## src/rtl/cpu_control_unit_if.sv

```systemverilog
// Control-unit <-> datapath/memory signal bundle.
// master: control unit side; slave: datapath/memory side.
// Optional macro CTRL_PERF_COUNT_EN adds the retired-instruction counter.
interface cpu_control_unit_if #(
  parameter int unsigned PC_WIDTH = 13
);
  logic [2:0]          Opcode;
  logic                BEQ;
  logic [PC_WIDTH-1:0] newPC;
  logic                memDone;
  logic                read;
  logic                write;
  logic                instruction;
  logic                instructionType;
  logic [2:0]          ALU_Op;
  logic                writeFlag;
  logic [PC_WIDTH-1:0] PC;
  logic                halted;
`ifdef CTRL_PERF_COUNT_EN
  logic [15:0]         retired;
`endif

  modport master (
    input  Opcode, BEQ, newPC, memDone,
    output read, write, instruction, instructionType, ALU_Op, writeFlag, PC, halted
`ifdef CTRL_PERF_COUNT_EN
    , output retired
`endif
  );

  modport slave (
    output Opcode, BEQ, newPC, memDone,
    input  read, write, instruction, instructionType, ALU_Op, writeFlag, PC, halted
`ifdef CTRL_PERF_COUNT_EN
    , input retired
`endif
  );
endinterface

```

## src/rtl/cpu_control_unit.sv

```systemverilog
// Multi-cycle CPU control FSM: fetch, decode, execute, memory, writeback.
// Owns the PC, resolves BEQ, watches memDone with a timeout into a sticky fault.
// Optional macro CTRL_PERF_COUNT_EN adds a 16-bit retired-instruction counter.
module cpu_control_unit #(
  parameter int unsigned PC_WIDTH    = 13,
  parameter int unsigned RESET_PC    = 0,
  parameter int unsigned MEM_TIMEOUT = 15
) (
  input  logic           clk,
  input  logic           reset,
  cpu_control_unit_if.master bus
);

  localparam int unsigned CW = $clog2(MEM_TIMEOUT + 1);

  typedef enum logic [2:0] {
    S_FETCH, S_DECODE, S_EXECUTE, S_MEM, S_WRITEBACK, S_FAULT
  } state_t;

  state_t              state_q, state_d;
  logic [PC_WIDTH-1:0] pc_q, pc_d;
  logic [2:0]          op_q, op_d;
  logic [CW-1:0]       cnt_q, cnt_d;
  logic                started_q;
  logic                retire;

  logic                rd, wr, instr, itype, wf, halt;
  logic [2:0]          alu;
  logic [2:0]          alu_dec;
  logic                itype_dec;

  // Opcode-derived ALU operation and operand-2 select
  always_comb begin
    alu_dec   = 3'b000;
    itype_dec = 1'b0;
    case (op_q)
      3'b001, 3'b111: alu_dec = 3'b001;
      3'b010:         alu_dec = 3'b010;
      3'b011:         alu_dec = 3'b011;
      default:        alu_dec = 3'b000;
    endcase
    itype_dec = ~op_q[2] | (op_q == 3'b111);
  end

  // State, PC, opcode latch and timeout counter registers
  always_ff @(posedge clk or negedge reset) begin
    if (!reset) begin
      state_q   <= S_FETCH;
      pc_q      <= PC_WIDTH'(RESET_PC);
      op_q      <= '0;
      cnt_q     <= '0;
      started_q <= 1'b0;
    end else begin
      state_q   <= state_d;
      pc_q      <= pc_d;
      op_q      <= op_d;
      cnt_q     <= cnt_d;
      started_q <= 1'b1;
    end
  end

  // Next-state, PC update and control outputs
  always_comb begin
    state_d = state_q;
    pc_d    = pc_q;
    op_d    = op_q;
    cnt_d   = cnt_q;
    retire  = 1'b0;
    rd      = 1'b0;
    wr      = 1'b0;
    instr   = 1'b1;
    itype   = 1'b0;
    alu     = 3'b000;
    wf      = 1'b0;
    halt    = 1'b0;
    case (state_q)
      // started_q keeps read low in the first cycle after reset release
      S_FETCH: begin
        if (started_q) begin
          rd = 1'b1;
          if (bus.memDone) begin
            state_d = S_DECODE;
            cnt_d   = '0;
          end else if (cnt_q == CW'(MEM_TIMEOUT - 1)) begin
            state_d = S_FAULT;
          end else begin
            cnt_d = cnt_q + CW'(1);
          end
        end
      end
      S_DECODE: begin
        op_d    = bus.Opcode;
        state_d = S_EXECUTE;
      end
      S_EXECUTE: begin
        alu   = alu_dec;
        itype = itype_dec;
        if (op_q == 3'b101 || op_q == 3'b110) begin
          state_d = S_MEM;
          cnt_d   = '0;
        end else if (op_q == 3'b111) begin
          pc_d    = bus.BEQ ? bus.newPC : pc_q + PC_WIDTH'(1);
          state_d = S_FETCH;
          cnt_d   = '0;
          retire  = 1'b1;
        end else begin
          state_d = S_WRITEBACK;
        end
      end
      S_MEM: begin
        instr = 1'b0;
        alu   = alu_dec;
        itype = itype_dec;
        if (op_q == 3'b101) rd = 1'b1;
        else                wr = 1'b1;
        if (bus.memDone) begin
          cnt_d = '0;
          if (op_q == 3'b101) begin
            state_d = S_WRITEBACK;
          end else begin
            pc_d    = pc_q + PC_WIDTH'(1);
            state_d = S_FETCH;
            retire  = 1'b1;
          end
        end else if (cnt_q == CW'(MEM_TIMEOUT - 1)) begin
          state_d = S_FAULT;
        end else begin
          cnt_d = cnt_q + CW'(1);
        end
      end
      S_WRITEBACK: begin
        wf      = 1'b1;
        alu     = alu_dec;
        itype   = itype_dec;
        pc_d    = pc_q + PC_WIDTH'(1);
        state_d = S_FETCH;
        cnt_d   = '0;
        retire  = 1'b1;
      end
      S_FAULT: begin
        halt = 1'b1;
      end
      default: begin
        state_d = S_FAULT;
      end
    endcase
  end

  assign bus.read            = rd;
  assign bus.write           = wr;
  assign bus.instruction     = instr;
  assign bus.instructionType = itype;
  assign bus.ALU_Op          = alu;
  assign bus.writeFlag       = wf;
  assign bus.PC              = pc_q;
  assign bus.halted          = halt;

`ifdef CTRL_PERF_COUNT_EN
  logic [15:0] retired_q;

  // Retired-instruction counter, wraps at 16 bits
  always_ff @(posedge clk or negedge reset) begin
    if (!reset)      retired_q <= '0;
    else if (retire) retired_q <= retired_q + 16'd1;
  end

  assign bus.retired = retired_q;
`endif

endmodule

```

## src/flat_wrapper.sv

```systemverilog
// flat-port wrapper written by rule: the top's interface ports become plain ports
module cpu_control_unit_flat 
#(
  parameter int unsigned PC_WIDTH    = 13,
  parameter int unsigned RESET_PC    = 0,
  parameter int unsigned MEM_TIMEOUT = 15
)
  (clk, reset, bus_Opcode, bus_BEQ, bus_newPC, bus_memDone, bus_read, bus_write, bus_instruction, bus_instructionType, bus_ALU_Op, bus_writeFlag, bus_PC, bus_halted);
  cpu_control_unit_if #(.PC_WIDTH(PC_WIDTH)) bus_i ();
  input  logic clk;
  input  logic reset;
  input wire logic [$bits(bus_i.Opcode)-1:0] bus_Opcode;
  input wire logic [$bits(bus_i.BEQ)-1:0] bus_BEQ;
  input wire logic [$bits(bus_i.newPC)-1:0] bus_newPC;
  input wire logic [$bits(bus_i.memDone)-1:0] bus_memDone;
  output wire logic [$bits(bus_i.read)-1:0] bus_read;
  output wire logic [$bits(bus_i.write)-1:0] bus_write;
  output wire logic [$bits(bus_i.instruction)-1:0] bus_instruction;
  output wire logic [$bits(bus_i.instructionType)-1:0] bus_instructionType;
  output wire logic [$bits(bus_i.ALU_Op)-1:0] bus_ALU_Op;
  output wire logic [$bits(bus_i.writeFlag)-1:0] bus_writeFlag;
  output wire logic [$bits(bus_i.PC)-1:0] bus_PC;
  output wire logic [$bits(bus_i.halted)-1:0] bus_halted;
  assign bus_i.Opcode = bus_Opcode;
  assign bus_i.BEQ = bus_BEQ;
  assign bus_i.newPC = bus_newPC;
  assign bus_i.memDone = bus_memDone;
  assign bus_read = bus_i.read;
  assign bus_write = bus_i.write;
  assign bus_instruction = bus_i.instruction;
  assign bus_instructionType = bus_i.instructionType;
  assign bus_ALU_Op = bus_i.ALU_Op;
  assign bus_writeFlag = bus_i.writeFlag;
  assign bus_PC = bus_i.PC;
  assign bus_halted = bus_i.halted;
  cpu_control_unit #(.PC_WIDTH(PC_WIDTH), .RESET_PC(RESET_PC), .MEM_TIMEOUT(MEM_TIMEOUT)) u_core (.clk(clk), .reset(reset), .bus(bus_i));
endmodule
```

## config.mk

```make
export PLATFORM = sky130hd
export DESIGN_NAME = cpu_control_unit_flat
export DESIGN_NICKNAME = d
export VERILOG_FILES = /design/src/rtl/cpu_control_unit_if.sv /design/src/rtl/cpu_control_unit.sv /design/src/flat_wrapper.sv
export SDC_FILE = /design/constraint.sdc
export NUM_CORES = 1
export LEC_CHECK = 0
export BUFFER_PORTS_ARGS = -buffer_cell sky130_fd_sc_hd__buf_4
export CAP_MARGIN = 10
export CORE_UTILIZATION = 57
export CTS_CLUSTER_DIAMETER = 60
export DETAILED_ROUTE_END_ITERATION = 6
export GPL_TIMING_DRIVEN = 0
export PLACE_DENSITY = 0.85
export SLEW_MARGIN = 20
export SYNTH_ARGS = -nofsm -noshare
export SYNTH_HDL_FRONTEND = slang
export SYNTH_SLANG_ARGS = --single-unit
```

## constraint.sdc

```tcl
create_clock -name clk -period 3.8 [get_ports clk]
set_input_delay 0.19 -clock clk [delete_from_list [all_inputs] [get_ports clk]]
set_output_delay 0.19 -clock clk [all_outputs]
set_load 0.1 [all_outputs]
```

# Word level (Yosys, flattened, before mapping)
# Cells that the tools add are included.
[word_totals]
output_inout_bits = 22
n_memories = 0
ram_bits = 0
in_bits = 20
latch_bits = 0
regBits = 24
romBits = 0
[classes]
muxes = 31
n_eq_ne = 18
add_sub_neg = 2
reduce_logical = 9
n_bitwise = 3
n_div = 0
shifts = 0
order_cmp = 0
multipliers = 0
[ops]
columns = ["op", "count"]
rows = [
  ["2-to-1 mux 13 bit", 5],
  ["case mux 13 bit (3 select lines)", 1],
  ["2-to-1 mux 3 bit", 7],
  ["2-to-1 mux 4 bit", 5],
  ["case mux 3 bit (6 select lines)", 1],
  ["case mux 4 bit (4 select lines)", 1],
  ["equality test 3 bit (second input constant)", 5],
  ["adder 13 x 1 -> 13 bit (second input constant)", 1],
  ["equality test 3 x 2 -> 1 bit (second input constant)", 4],
  ["2-to-1 mux 1 bit", 8],
  ["equality test 3 x 1 -> 1 bit (second input constant)", 2],
  ["inequality test 2 bit (second input constant)", 3],
  ["case mux 2 bit (3 select lines)", 1],
  ["AND reduction 5 bit", 1],
  ["adder 4 x 1 -> 4 bit (second input constant)", 1],
  ["equality test 4 bit (second input constant)", 1],
  ["inequality test 2 x 1 -> 1 bit (second input constant)", 2],
  ["nonzero test 4 bit", 1],
  ["logical NOT 3 bit", 1],
  ["inequality test 3 x 1 -> 1 bit (second input constant)", 1],
  ["AND reduction 3 bit", 1],
  ["nonzero test 3 bit", 1],
  ["OR reduction 3 bit", 1],
  ["2-to-1 mux 2 bit", 1],
  ["6 further kinds", 7],
]

# Longest topological paths before layout
[logic_depth]
word_depth = 5
ltp_mapped = 6
mapped_depth_nobuf = 6

# Worst setup path after synthesis
# OpenSTA, ideal clock, no wires.
[synth_path]
kind = "register to output"
start = "register u_core.state_q[0]"
end = "output bus_ALU_Op[1]"
path_stages_with_launch = 5
t_arrival_ps = 3547
slack_ps = 63
required_time_ps = 3610
cell_sequence = "dfrtp_1 -> or3b_4 -> inv_2 -> nor2_1 -> nor3b_1"
[synth_between]
elab_chain_cells = 3
[synth_lines]
columns = ["item", "line", "text"]
rows = [
  ["from (decl)", "cpu_control_unit.sv:20", "state_t state_q, state_d;"],
  ["from (signal assigned)", "cpu_control_unit.sv:54", "state_q <= state_d;"],
  ["equality test 3 bit / equality test 3 x 2 -> 1 bit (equally long branches)", "cpu_control_unit.sv:76", "case (state_q)"],
  ["OR reduction 3 bit (no line) (*)", "n/a", ""],
  ["2-to-1 mux 2 bit (*)", "cpu_control_unit.sv:76", ""],
  ["to (decl)", "flat_wrapper.sv:20", "output wire logic [$bits(bus_i.ALU_Op)-1:0] bus_ALU_Op;"],
]
# Every way passes the cells marked *; elsewhere a longest branch is shown, timed or not.

# Worst setup path after layout
[layout_path]
start = "register u_core.state_q[2]"
end = "output bus_ALU_Op[1]"
# Same word-level chain as after synthesis.

==> impl_metrics.tcl <==
set metrics [dict create \
    r2r_setup_slack_ns 1.89 \
    fin_crit_ns 2.08 \
    dp_hpwl_mm 3.10 \
    max_freq_mhz 480 \
    die_area_mm2 0.00320 \
    outcome "finished, final reports clean" \
    gp_congestion 0.888 \
    clock_path_buffers 2 \
    netlist_area_mm2 0.00170 \
    synth.largest_area_cell "dfrtp_1" \
    yosys.area_share.simple_pct 24.3 \
    clkPwrFrac_pct 27.6 \
    antenna_cells 0 \
    min_period_over_period_pct 54.8 \
    grt_max_degree 25 \
    grtUsageMet3_pct 3.92 \
    preCtsSetupSlack_ns 1.94 \
    initial_utilization_pct 61.0 \
    finalMaxSlewViolations 0 \
    holdCritPathClass "input port to flop" \
    rows 19 \
    min_from "bus_Opcode[2]" \
    ys.flop_type "dfrtp_1" \
    ios 42 \
    crit_fanout 6 \
    ctsResizeCount 0 \
    wire_per_inst_um 16.0 \
    power.density_mw_per_mm2 247 \
    path_cells "or3b_4, inv_2, nor2_1, nor3b_1, buf_4" \
    setup_viol 0 \
    grt_use_total_pct 28.2 \
    gr-usage-met1_pct 38.8 \
    drt_iter0_markers 92 \
    antenna_found_initial 0 \
    tns_ns 0 \
    cp-start-kind "flop" \
    synth.distinct_cells 55 \
    ys_seq_area_share_pct 35.4 \
    synth_edf_count 0 \
    syn_inst 185 \
    grt-busiest-layer "met2" \
    drc 0 \
    avgSynthCellArea_um2 9.17 \
    cp.arrival_ns 1.89 \
    synth_top_area_share_pct 35.4 \
    grt.met2_usage_pct 44.5 \
    grt_setup_unrepaired "no" \
    first_global_vias 1559 \
    drv_cap 0 \
    peakVddDrop_mv 0.227 \
    power_frac_seq_pct 52.2 \
    synth_nets 208 \
    hold_viol 0 \
    synthAdderAreaFrac_pct 2.21 \
    layout-drive-gt1-share_pct 29.1 \
    crit_path_top_delay_cell "dfrtp_1" \
    avgViaCountPerCell 6.17 \
    combPwrFrac_pct 20.2 \
    cts_tree "built" \
    swShare_pct 31.2 \
    firstDrtPassIters 5 \
    hold_end "u_core.op_q[2]" \
    drt_wl_total_mm 4.18 \
    clk_pin_slew_ns 0.14 \
    cts_made_buffers 3 \
    chipWidth_um 56.6 \
    worstRegToRegCells 5 \
    clock_latency_ns 0.32 \
    grt_pass1_wl_mm 7.11 \
    yosys-top-cells-area "dfrtp_1 (35%), mux2i_1 (4.7%), mux2_2 (4.0%)" \
    cp_data_required_time_ns 3.61 \
    nFillCells 216 \
    multiInputGateArea_um2 996 \
    skew_ns 0.00369 \
    htree_levels 1 \
    clock-sinks 24 \
    yosys-mux-area-fraction_pct 8.70 \
    leakage_nw 0.943 \
    yosys_warnings 0 \
    synth_top_family_by_area "simple AND/OR/NAND/NOR gates" \
    nNetsFinal 254 \
    ys_seq_elements 24 \
    port_buffers 40 \
    reg2reg_from "u_core.state_q[1]" \
    hold_buffers 1 \
    critPathCaptureType "primary output" \
    critical_path_class "flop to primary output" \
    root_buffer "clkbuf_4" \
    fin_ws_ns 1.72 \
    ant_nets 0 \
    synth_compound_area_share_pct 20.9 \
    whs_path_depth 3 \
    synth_xor_area_share_pct 2.06 \
    seqCellArea_um2 601 \
    die_h_um 56.6 \
    net-switching-power_uw 160 \
    internal_power_uw 354 \
    synthArstFlopShare_pct 100 \
    area_delta_synth_final_pct 22.7 \
    vias 1611 \
    gr-total-overflow 0 \
    r2r-end "u_core.cnt_q[1]" \
    post_cts.repair.setup_buffers 0 \
    core_mm2 0.00278 \
    slowest_delay_ns 0.44 \
]
==> final cells by class <==
| cell class | instances | share of cell area [%] |
|---|---|---|
| clock buffers | 4 | 1.74 |
| inverters | 12 | 2.16 |
| flip-flops and latches | 24 | 28.8 |
| multi-input cells | 139 | 47.8 |
| repair buffers | 41 | 14.9 |
| plain buffers | 10 | 2.64 |
| well taps | 31 | 1.86 |
==> cell usage after synthesis, types with 2 or more instances <==
cell type  number
clkbuf_1        4
nor2b_1         2
o22a_1          3
o211ai_1        3
xor2_1          3
nor3b_1         2
or2_2           2
a22oi_1         4
buf_4           4
mux2i_1         8
a21oi_1         3
dfrtp_1        24
nand3_1         3
o22ai_1         7
o311a_1         2
mux2_2          6
nor2_1         12
and3_1          4
or4_1           2
conb_1          2
a31oi_1         4
o21ai_0         4
inv_1          10
nand4_1         4
a2bb2oi_1       4
ha_1            3
a211oi_1        2
inv_2           2
or3_1           2
nor4_1          3
buf_2           2
o2bb2ai_1       5
nor3_1          8
nand2_1        11
==> worst max-delay path: cells and delay by family, from the launching register on <==
kind | cells | cell delay, ns
simple gates | 3 | 0.70
buf+inv | 2 | 0.43
flops | 1 | 0.44
==> layer usage <==
| metal | vias to the layer above | share of wire, % |
|---|---|---|
| li1 | 789 | - |
| met1 | 766 | 46 |
| met2 | 54 | 49 |
| met3 | 2 | 5.2 |
| met4 | 0 | 0.41 |
| met5 | - | 0 |
==> power groups by stage <==
stage / Sequential (mW) / Clock, mW / Combinational, mW
after CTS: 0.268 / 0.143 / 0.104
after floorplan: 0.311 / 0 / 0.0280
after global routing: 0.269 / 0.146 / 0.110
after global placement: 0.272 / 0 / 0.101
final: 0.268 / 0.142 / 0.104
after detailed placement: 0.273 / 0 / 0.103
==> kinds of logic (layout without fill, tap and decap cells) <==
group	after synthesis	after routing
other	2	2
AOI/OAI and AO/OA	47	47
buffers and inverters	22	67
xor gates and xnor gates	4	4
DFF	24	24
and+or+nand+nor	69	69
adders and majority gates	3	3
muxes	14	14
==> worst max path at each step <==
stage / startpoint / to / cells after the start
6_report: u_core.state_q[2] / bus_ALU_Op[1] / 5
5_1_grt: u_core.state_q[2] / bus_ALU_Op[1] / 5
4_1_cts: u_core.state_q[2] / bus_ALU_Op[1] / 5
3_5_place_dp: u_core.state_q[1] / u_core.cnt_q[0] / 5
3_3_place_gp: u_core.op_q[0] / u_core.bus.PC[0] / 5
2_1_floorplan: u_core.state_q[0] / bus_ALU_Op[1] / 4
==> cell usage in the layout, fill, tap and decap left out, types with 4 or more instances in the layout <==
cell	synthesis	layout
and3_1	4	4
nand2_1	11	11
clkbuf_1	4	4
a31oi_1	4	4
nand4_1	4	4
nor3_1	8	8
a2bb2oi_1	4	4
o22ai_1	7	7
nor2_1	12	12
inv_1	10	10
buf_4	4	44
o2bb2ai_1	5	5
a22oi_1	4	4
o21ai_0	4	4
dfrtp_1	24	24
mux2_2	6	6
mux2i_1	8	8
==> through the flow <==
step                      std cells  power [mW]  instance area, um2  hold slack (ns)  utilization [%]
after floorplan                 185       0.339                1700           -0.106                -
after global placement          256       0.374                2040            0.107             73.2
after detailed placement        256       0.376                2040            0.109             73.2
after CTS                       261       0.515                2080           0.0653             74.9
after global routing            261       0.525                2080           0.0924             74.9
final                           261       0.514                2080           0.0757             74.9
==> state kept, by name (all words and copies together), names as in the netlist <==
signal            flops
u_core.bus.PC        13
u_core.cnt_q          4
u_core.op_q           3
u_core.state_q        3
u_core.started_q      1
Power figures use the tool's default switching activity.
